File: src/rtl/muls16_arb.sv
// -----------------------------------------------------------------------------
// muls16_arb : NREQ requesters share one signed 16x16 multiplier through a
// round-robin arbiter and a two-stage pipeline.
//
// Ports
//   clk        : clock, all state changes on the rising edge
//   rst_n      : asynchronous active-low reset
//   req_valid  : [NREQ]     requester i presents operands
//   req_ready  : [NREQ]     requester i's operands are taken this cycle (one-hot or 0)
//   req_a      : [NREQ*16]  signed operand A, requester i in [16i+15:16i]
//   req_b      : [NREQ*16]  signed operand B, packed like req_a
//   rsp_valid  : a result is presented
//   rsp_ready  : consumer takes the result
//   rsp_id     : [IDW]      requester that owns the result
//   rsp_y      : [32]       signed product
//   busy       : any pipeline stage holds valid data
//   done_cnt   : [16]       completed responses, wrapping
// -----------------------------------------------------------------------------

// Combinational signed 16x16 -> 32 multiplier.
module muls16 (
   input  logic signed [15:0] a,
   input  logic signed [15:0] b,
   output logic signed [31:0] y
);
   logic signed [31:0] a_ext;
   logic signed [31:0] b_ext;

   assign a_ext = 32'(a);
   assign b_ext = 32'(b);
   assign y     = a_ext * b_ext;
endmodule

module muls16_arb #(
   parameter int NREQ = 4
) (
   input  logic                    clk,
   input  logic                    rst_n,
   input  logic [NREQ-1:0]         req_valid,
   output logic [NREQ-1:0]         req_ready,
   input  logic [NREQ*16-1:0]      req_a,
   input  logic [NREQ*16-1:0]      req_b,
   output logic                    rsp_valid,
   input  logic                    rsp_ready,
   output logic [$clog2(NREQ)-1:0] rsp_id,
   output logic [31:0]             rsp_y,
   output logic                    busy,
   output logic [15:0]             done_cnt
);
   localparam int IDW    = $clog2(NREQ);
   localparam int DATA_W = 16;

   logic signed [DATA_W-1:0] a_arr [NREQ];
   logic signed [DATA_W-1:0] b_arr [NREQ];

   logic [IDW-1:0]           ptr;
   logic [IDW-1:0]           cand;
   logic [IDW-1:0]           grant_idx;
   logic                     grant_found;
   logic                     accept;
   logic                     s1_adv;
   logic                     s2_adv;
   logic                     rsp_fire;

   logic signed [DATA_W-1:0] a_p1;
   logic signed [DATA_W-1:0] b_p1;
   logic [IDW-1:0]           id_p1;
   logic                     vld_p1;

   logic signed [31:0]       y_p1;

   logic signed [31:0]       y_p2;
   logic [IDW-1:0]           id_p2;
   logic                     vld_p2;

   logic [15:0]              done_q;

   for (genvar g = 0; g < NREQ; g++) begin : g_unpack
      assign a_arr[g] = $signed(req_a[DATA_W*g +: DATA_W]);
      assign b_arr[g] = $signed(req_b[DATA_W*g +: DATA_W]);
   end

   // Stall chain: S2 frees when empty or drained; S1 frees when empty or moving on.
   assign s2_adv   = !vld_p2 || rsp_ready;
   assign s1_adv   = !vld_p1 || s2_adv;
   assign rsp_fire = vld_p2 && rsp_ready;

   // Round-robin search starting one past the last winner. NREQ is a power
   // of two, so the IDW-bit sum wraps modulo NREQ by itself; k = NREQ lands
   // back on ptr, giving the last winner the lowest priority.
   always_comb begin
      grant_found = 1'b0;
      grant_idx   = '0;
      cand        = '0;
      for (int k = 1; k <= NREQ; k++) begin
         cand = ptr + IDW'(k);
         if (!grant_found && req_valid[cand]) begin
            grant_found = 1'b1;
            grant_idx   = cand;
         end
      end
   end

   // Only the winner sees ready, and only when S1 can take it. rst_n gates
   // it so nothing looks accepted while the block is held in reset.
   always_comb begin
      req_ready = '0;
      if (rst_n && grant_found && s1_adv) begin
         req_ready[grant_idx] = 1'b1;
      end
   end

   assign accept = |(req_valid & req_ready);

   always_ff @(posedge clk or negedge rst_n) begin
      if (!rst_n) begin
         ptr <= IDW'(NREQ - 1);
      end else if (accept) begin
         ptr <= grant_idx;
      end
   end

   // ---- S1: granted operands ----
   always_ff @(posedge clk or negedge rst_n) begin
      if (!rst_n) begin
         vld_p1 <= 1'b0;
         a_p1   <= '0;
         b_p1   <= '0;
         id_p1  <= '0;
      end else if (accept) begin
         vld_p1 <= 1'b1;
         a_p1   <= a_arr[grant_idx];
         b_p1   <= b_arr[grant_idx];
         id_p1  <= grant_idx;
      end else if (s1_adv) begin
         vld_p1 <= 1'b0;
      end
   end

   muls16 u_mul (
      .a (a_p1),
      .b (b_p1),
      .y (y_p1)
   );

   // ---- S2: product and owner ----
   // Data loads only when a real operation moves in, so the presented result
   // stays put under backpressure and between operations.
   always_ff @(posedge clk or negedge rst_n) begin
      if (!rst_n) begin
         vld_p2 <= 1'b0;
         y_p2   <= '0;
         id_p2  <= '0;
      end else if (s2_adv) begin
         vld_p2 <= vld_p1;
         if (vld_p1) begin
            y_p2  <= y_p1;
            id_p2 <= id_p1;
         end
      end
   end

   always_ff @(posedge clk or negedge rst_n) begin
      if (!rst_n) begin
         done_q <= '0;
      end else if (rsp_fire) begin
         done_q <= done_q + 16'd1;
      end
   end

   assign rsp_valid = vld_p2;
   assign rsp_id    = id_p2;
   assign rsp_y     = y_p2;
   assign busy      = vld_p1 || vld_p2;
   assign done_cnt  = done_q;

endmodule

File: config.mk
export PLATFORM = sky130hd
export DESIGN_NAME = muls16_arb
export DESIGN_NICKNAME = d
export VERILOG_FILES = /design/src/rtl/muls16_arb.sv
export SDC_FILE = /design/constraint.sdc
export NUM_CORES = 1
export LEC_CHECK = 0
export CAP_MARGIN = 20
export CORE_MARGIN = 2
export CORE_UTILIZATION = 63
export CTS_CLUSTER_SIZE = 16
export DETAILED_ROUTE_END_ITERATION = 16
export GPL_TIMING_DRIVEN = 0
export PLACE_DENSITY = 0.88
export SLEW_MARGIN = 40
export SYNTH_ARGS = -nofsm -noshare
export SYNTH_HDL_FRONTEND = slang
export SYNTH_HIERARCHICAL = 1
export SYNTH_SLANG_ARGS = --single-unit
File: constraint.sdc
create_clock -name clk -period 15.15 [get_ports clk]
set_clock_uncertainty 0.15 [all_clocks]
set_input_delay 4.545 -clock clk [delete_from_list [all_inputs] [get_ports clk]]
set_output_delay 4.545 -clock clk [all_outputs]
set_load 0.01 [all_outputs]
==> results.cfg, run 1 <==
[critical_path]
cp-end-kind = primary output
path_cells = clkdlybuf4s50_1 > buf_2 > or3_1 > o221ai_1 > buf_2 > nand2_1 > nor2_1 > clkdlybuf4s50_1
critPathBufInv = 4
rrSetupSlack_ns = 7.62
rr_endpoint = rsp_y[30]
slowest_stage = clkdlybuf4s50_1
crit_required_ns = 10.46
reg2reg_depth = 20
reg2reg_from = b_p1[1]
start_kind = primary input
crit_fanout = 10
critPathTopFamily = buffers and inverters
slowest_delay_ns = 0.59
crit_type = primary input to primary output
critPathArrivalTime_ns = 6.97
crit_path_start = req_valid[3]

[timing]
setup_violations = 0
slew_headroom_pct = 44.64
tightest_slew_ns = 0.8284
period_share_pct = 76.99
final_hold_viol_count = 0
rsz0062_at_grt = no
drv_slew = 0
fin_crit_ns = 11.66
final.setup.tns_ns = 0
max_freq_mhz = 85.73
setup_slack_ns = 3.486

[placed_design]
dp_hpwl_mm = 34.19
io_buffers = 190
gp_congestion = 0.9650
placedCellCount = 1999
dpl_worst_slack_ns = 3.524

[floorplan]
rows = 55
core_region_area_um2 = 22570
fp.dieH_um = 155.3
dieArea_um2 = 24130
die_w_um = 155.3
io-pin-count = 191
initial_core_util_pct = 63.92

[synthesis]
syn_nets = 2002
ys_warn_count = 6
synth_seq_area_share_pct = 15.28
yosys.area.top_type = fa_1
synth-seq-cells = 88
synth_most_common_cell = inv_1
netlist_top_cells_count = inv_1, fa_1, and2_1, nand2_1, dfrtp_1
ys_types = 69
synth_edf_count = 0
synth_top_area_share_pct = 36.35
async_reset_ff_share_pct = 100.0
netlist_area_um2 = 14430
netlist_instances = 1522
synth_flop_cell = dfrtp_1
synth.area.top_cells = fa_1, dfrtp_1, inv_1
synth.avg_cell_area_um2 = 9.479

[grt]
grt_pass1_wl_mm = 68.09
grt_pass1_vias = 12995
antenna_found_initial = 1
grt_overflow = 0
grt_max_degree = 36
track_usage_pct = 37.02

[layout]
syn_to_final_growth_pct = 18.05
nFillCells = 1640
post-route-util_pct = 75.45
n_antenna_cell = 0
drive_gt1_share_pct = 5.838
final_nets = 2205
finalNonFillerCells = 2015

[detailed_routing]
vias = 11890
vias_per_cell = 5.901
wl_mm = 41.98
first_pass_iters = 5
drc = 0
drt-wirelength-per-cell_um = 20.83
drt_iter0_markers = 1060
ant_nets = 0

[clock_network]
ctsHoldBuffers = 0
cts-buffers-inserted = 9
cts_resized = 0
clockBufferDepth = 2
clk_pin_slew_ns = 0.07
post-cts-setup-buffer-count = 0
clock-sinks = 88
cts_tree = built
cts-root-buf = clkbuf_16
clk_latency_ns = 0.37
h-tree-depth = 3

[min_path]
hold_path.class = register to register
whs_endpoint = done_cnt[15]
hold_path_startpoint = done_cnt[15]
hold_path_depth = 1

[outcome]
status = finished clean

[flow_run]
cap_violations = 0
state kept, by name, indices dropped and copies added, names as in the netlist:
register   count
rsp_id         2
vld_p1         1
a_p1          16
rsp_y         32
done_cnt      16
ptr            2
id_p1          2
b_p1          16
rsp_valid      1
worst max path at each step:
stage / to / slack, ns / cells after the start
after floorplan: req_ready[1] / 4.77 / 6
after global placement: req_ready[1] / 0.38 / 7
after detailed placement: req_ready[1] / 3.52 / 8
after CTS: req_ready[1] / 3.50 / 8
after global routing: req_ready[1] / 3.37 / 8
final: req_ready[1] / 3.49 / 8
metrics by stage:
| stage | hold WS, ns | instance area (µm²) |
|---|---|---|
| detailed placement | 0.3168 | 16730 |
| floorplan | 0.3211 | 14430 |
| finish | 0.3297 | 17030 |
| global route | 0.3541 | 17030 |
| global placement | 0.3147 | 16690 |
| CTS | 0.3334 | 17030 |
area by class of cell:
class / count / area, µm² / area share [%]
sequential: 88 / 2205 / 12.94
buffer: 72 / 322.8 / 1.895
multi-input combinational: 1066 / 10800 / 63.39
clock buffer: 10 / 239.0 / 1.403
timing repair buffer: 192 / 1943 / 11.41
inverter: 296 / 1111 / 6.524
clock inverter: 6 / 58.81 / 0.3453
tap: 285 / 356.6 / 2.094
worst reg2reg max path: stages (launching register included):
cell and delay, ns:
dfrtp_1 0.49, clkbuf_1 0.59, nand2_1 0.22, inv_1 0.18, fa_1 0.55, fa_1 0.84, fa_1 0.52, fa_1 0.50
fa_1 0.49, inv_1 0.05, fa_1 0.47, inv_1 0.04, ha_1 0.26, clkbuf_1 0.27, nand3_1 0.33, nor3b_1 0.35
o2111ai_1 0.18, nor3b_2 0.25, a211oi_1 0.29, o211ai_1 0.13, mux2_2 0.27
placed cells by master, fill, tap and decap left out, types with 5 or more instances in the layout:
master,synthesis,layout
inv_1,296,296
buf_2,12,12
a31oi_1,39,39
mux2_2,35,35
a221oi_2,5,5
and2_1,155,155
clkbuf_1,50,50
o21ai_0,29,29
fa_1,262,262
o21ai_1,11,11
clkbuf_16,0,9
xnor2_1,39,39
dfrtp_1,86,86
a221oi_1,28,28
nand2_1,141,141
a21o_1,15,15
a21oi_1,23,23
nor3_1,7,7
ha_1,83,83
nor2_1,64,64
nand2b_1,10,10
nand3_1,43,43
xor2_1,10,10
clkdlybuf4s50_1,0,189
kinds of logic after synthesis:
group           after synthesis  share of synthesized area, %
xor+xnor                     49                         2.975
fa+ha+maj                   345                         43.55
buf+inv                     368                         9.938
compound gates              187                         9.756
simple gates                450                         15.77
flops                        88                         15.28
mux                          35                         2.732
per-layer routing:
metal	wire length, µm	global-route usage [%]	vias up
li1	-	-	5185
met1	15820	46.91	5928
met2	20580	62.98	640
met3	3628	6.908	137
met4	1948	15.33	0
met5	0	0	-
Power of run 1 is left out: the tool's default activity adds up to more than one toggle a clock period on the data nets, which glitch-free logic cannot reach.
==> run 2, diff against run 1 <==
--- a/config.mk
+++ b/config.mk
@@ -7,11 +7,11 @@
 export LEC_CHECK = 0
 export CAP_MARGIN = 20
 export CORE_MARGIN = 2
-export CORE_UTILIZATION = 63
+export CORE_UTILIZATION = 52
 export CTS_CLUSTER_SIZE = 16
 export DETAILED_ROUTE_END_ITERATION = 16
 export GPL_TIMING_DRIVEN = 0
-export PLACE_DENSITY = 0.88
+export PLACE_DENSITY = 0.77
 export SLEW_MARGIN = 40
 export SYNTH_ARGS = -nofsm -noshare
 export SYNTH_HDL_FRONTEND = slang
==> constraint.sdc (replaced) <==
create_clock -name clk -period 10.5 [get_ports clk]
set_clock_uncertainty 0.15 [all_clocks]
set_input_delay 3.15 -clock clk [delete_from_list [all_inputs] [get_ports clk]]
set_output_delay 3.15 -clock clk [all_outputs]
set_load 0.01 [all_outputs]
==> run 2 against run 1 <==
Critical path depth fell by 1. Global-route usage shrank 6.6 points. Core utilization down 12 points. Die area increased by 21%.
==> results.cfg, run 2 (synthesis gave the netlist of run 1 again) <==
[outcome]
status = finished clean

[layout]
mostFrequentLayoutCells = inv_1, fa_1, clkdlybuf4s50_1
final_nets = 2204
drive_gt1_share_pct = 5.784
finish.instance_area_um2 = 17130
nFillCells = 2281
layout.cells.most_common = inv_1
seq_area_um2 = 2205
largest_reg_flops = 32
multiInputGateArea_um2 = 10800
syn_to_final_growth_pct = 18.74
n_antenna_cell = 0

[detailed_routing]
wl_mm = 41.73
drt-wirelength-per-cell_um = 19.86
met2_length_mm = 20.36
drc = 0
first_pass_iters = 6
wl_met3_mm = 3.418
vias_per_cell = 5.568
vias = 11699
routed.top_layer = met5
drt_iter0_markers = 750
drt-met1-wl_mm = 16.73
ant_nets = 0

[timing]
period_share_pct = 84.11
setup_violations = 0
tightest_slew_ns = 0.8598
drv_slew = 0
slew_headroom_pct = 42.24
fin_crit_ns = 8.831
final_hold_viol_count = 0
rsz0062_at_grt = no
max_freq_mhz = 113.2

[min_path]
hold_path_startpoint = done_cnt[15]
hold_path_depth = 1
whs_endpoint = done_cnt[15]
hold_path.class = register to register

[placed_design]
gp_congestion = 0.9462
dpl_cell_area_um2 = 16830
dp_hpwl_mm = 34.24
io_buffers = 190

[critical_path]
rrSetupSlack_ns = 2.92
reg2reg_from = a_p1[15]
cp.depth = 7
critPathBufInv = 3
cp-end-kind = primary output
critPathArrivalTime_ns = 5.53
crit_fanout = 10
start_kind = primary input
reg2reg_depth = 18
crit_type = primary input to primary output
rr_endpoint = rsp_y[31]
critPathTopFamily = buffers and inverters
path_cells = clkdlybuf4s50_1 > nand2_1 > a211oi_2 > clkbuf_1 > nor2_1 > nor2_1 > clkdlybuf4s50_1
slowest_stage = clkdlybuf4s50_1
slowest_delay_ns = 0.61
crit_required_ns = 7.20

[clock_network]
clock-sinks = 88
cts_tree = built
cts_resized = 0
ctsHoldBuffers = 0
post-cts-setup-buffer-count = 0
h-tree-depth = 3
cts-buffers-inserted = 9
clockBufferDepth = 2
clk_pin_slew_ns = 0.08
cts-root-buf = clkbuf_16
clk_latency_ns = 0.36

[grt]
grt_pass1_vias = 12460
track_usage_pct = 30.45
grt_overflow = 0
antenna_found_initial = 1
grt_max_degree = 50
grt_pass1_wl_mm = 67.02

[floorplan]
io-pin-count = 191
die_w_um = 170.6
initial_core_util_pct = 53.24
core_region_area_um2 = 27100
fp.dieH_um = 170.6
dieArea_um2 = 29090
rows = 60

[flow_run]
cap_violations = 0
run 2: area by class of cell:
| cell class | count | area share [%] |
|---|---|---|
| clock inverters | 7 | 0.4236 |
| plain buffers | 72 | 1.884 |
| multi-input cells | 1066 | 63.02 |
| flip-flops and latches | 88 | 12.87 |
| inverters | 296 | 6.486 |
| repair buffers | 191 | 11.29 |
| clock buffers | 9 | 1.315 |
| well taps | 372 | 2.717 |
run 2: layer usage:
metal  global-route usage (%)  vias up
li1                         -     5183
met1                    39.85     5826
met2                    51.10      607
met3                    6.084       81
met4                    9.922        2
met5                        0        -
run 2: worst max-delay path by stage:
stage                 start            to  slack, ns
6_report       req_valid[0]  req_ready[0]       1.67
5_1_grt        req_valid[0]  req_ready[1]       1.58
4_1_cts        req_valid[1]  req_ready[3]       1.70
3_5_place_dp   req_valid[1]  req_ready[3]       1.71
3_3_place_gp          rst_n  req_ready[3]      -1.44
2_1_floorplan  req_valid[3]  req_ready[1]       2.91
run 2: stage by stage:
step                util, %  cells  hold WS, ns  worst slack (ns)  setup TNS [ns]
floorplan                 -   1522       0.3211             2.909               0
global placement      61.97   2084       0.3111            -1.443          -5.471
detailed placement    62.11   2085       0.3156             1.709               0
CTS                   63.21   2101       0.3295             1.697               0
global route          63.21   2101       0.3638             1.577               0
finish                63.21   2101       0.3294             1.669               0
Power of run 2 is left out for the same reason.
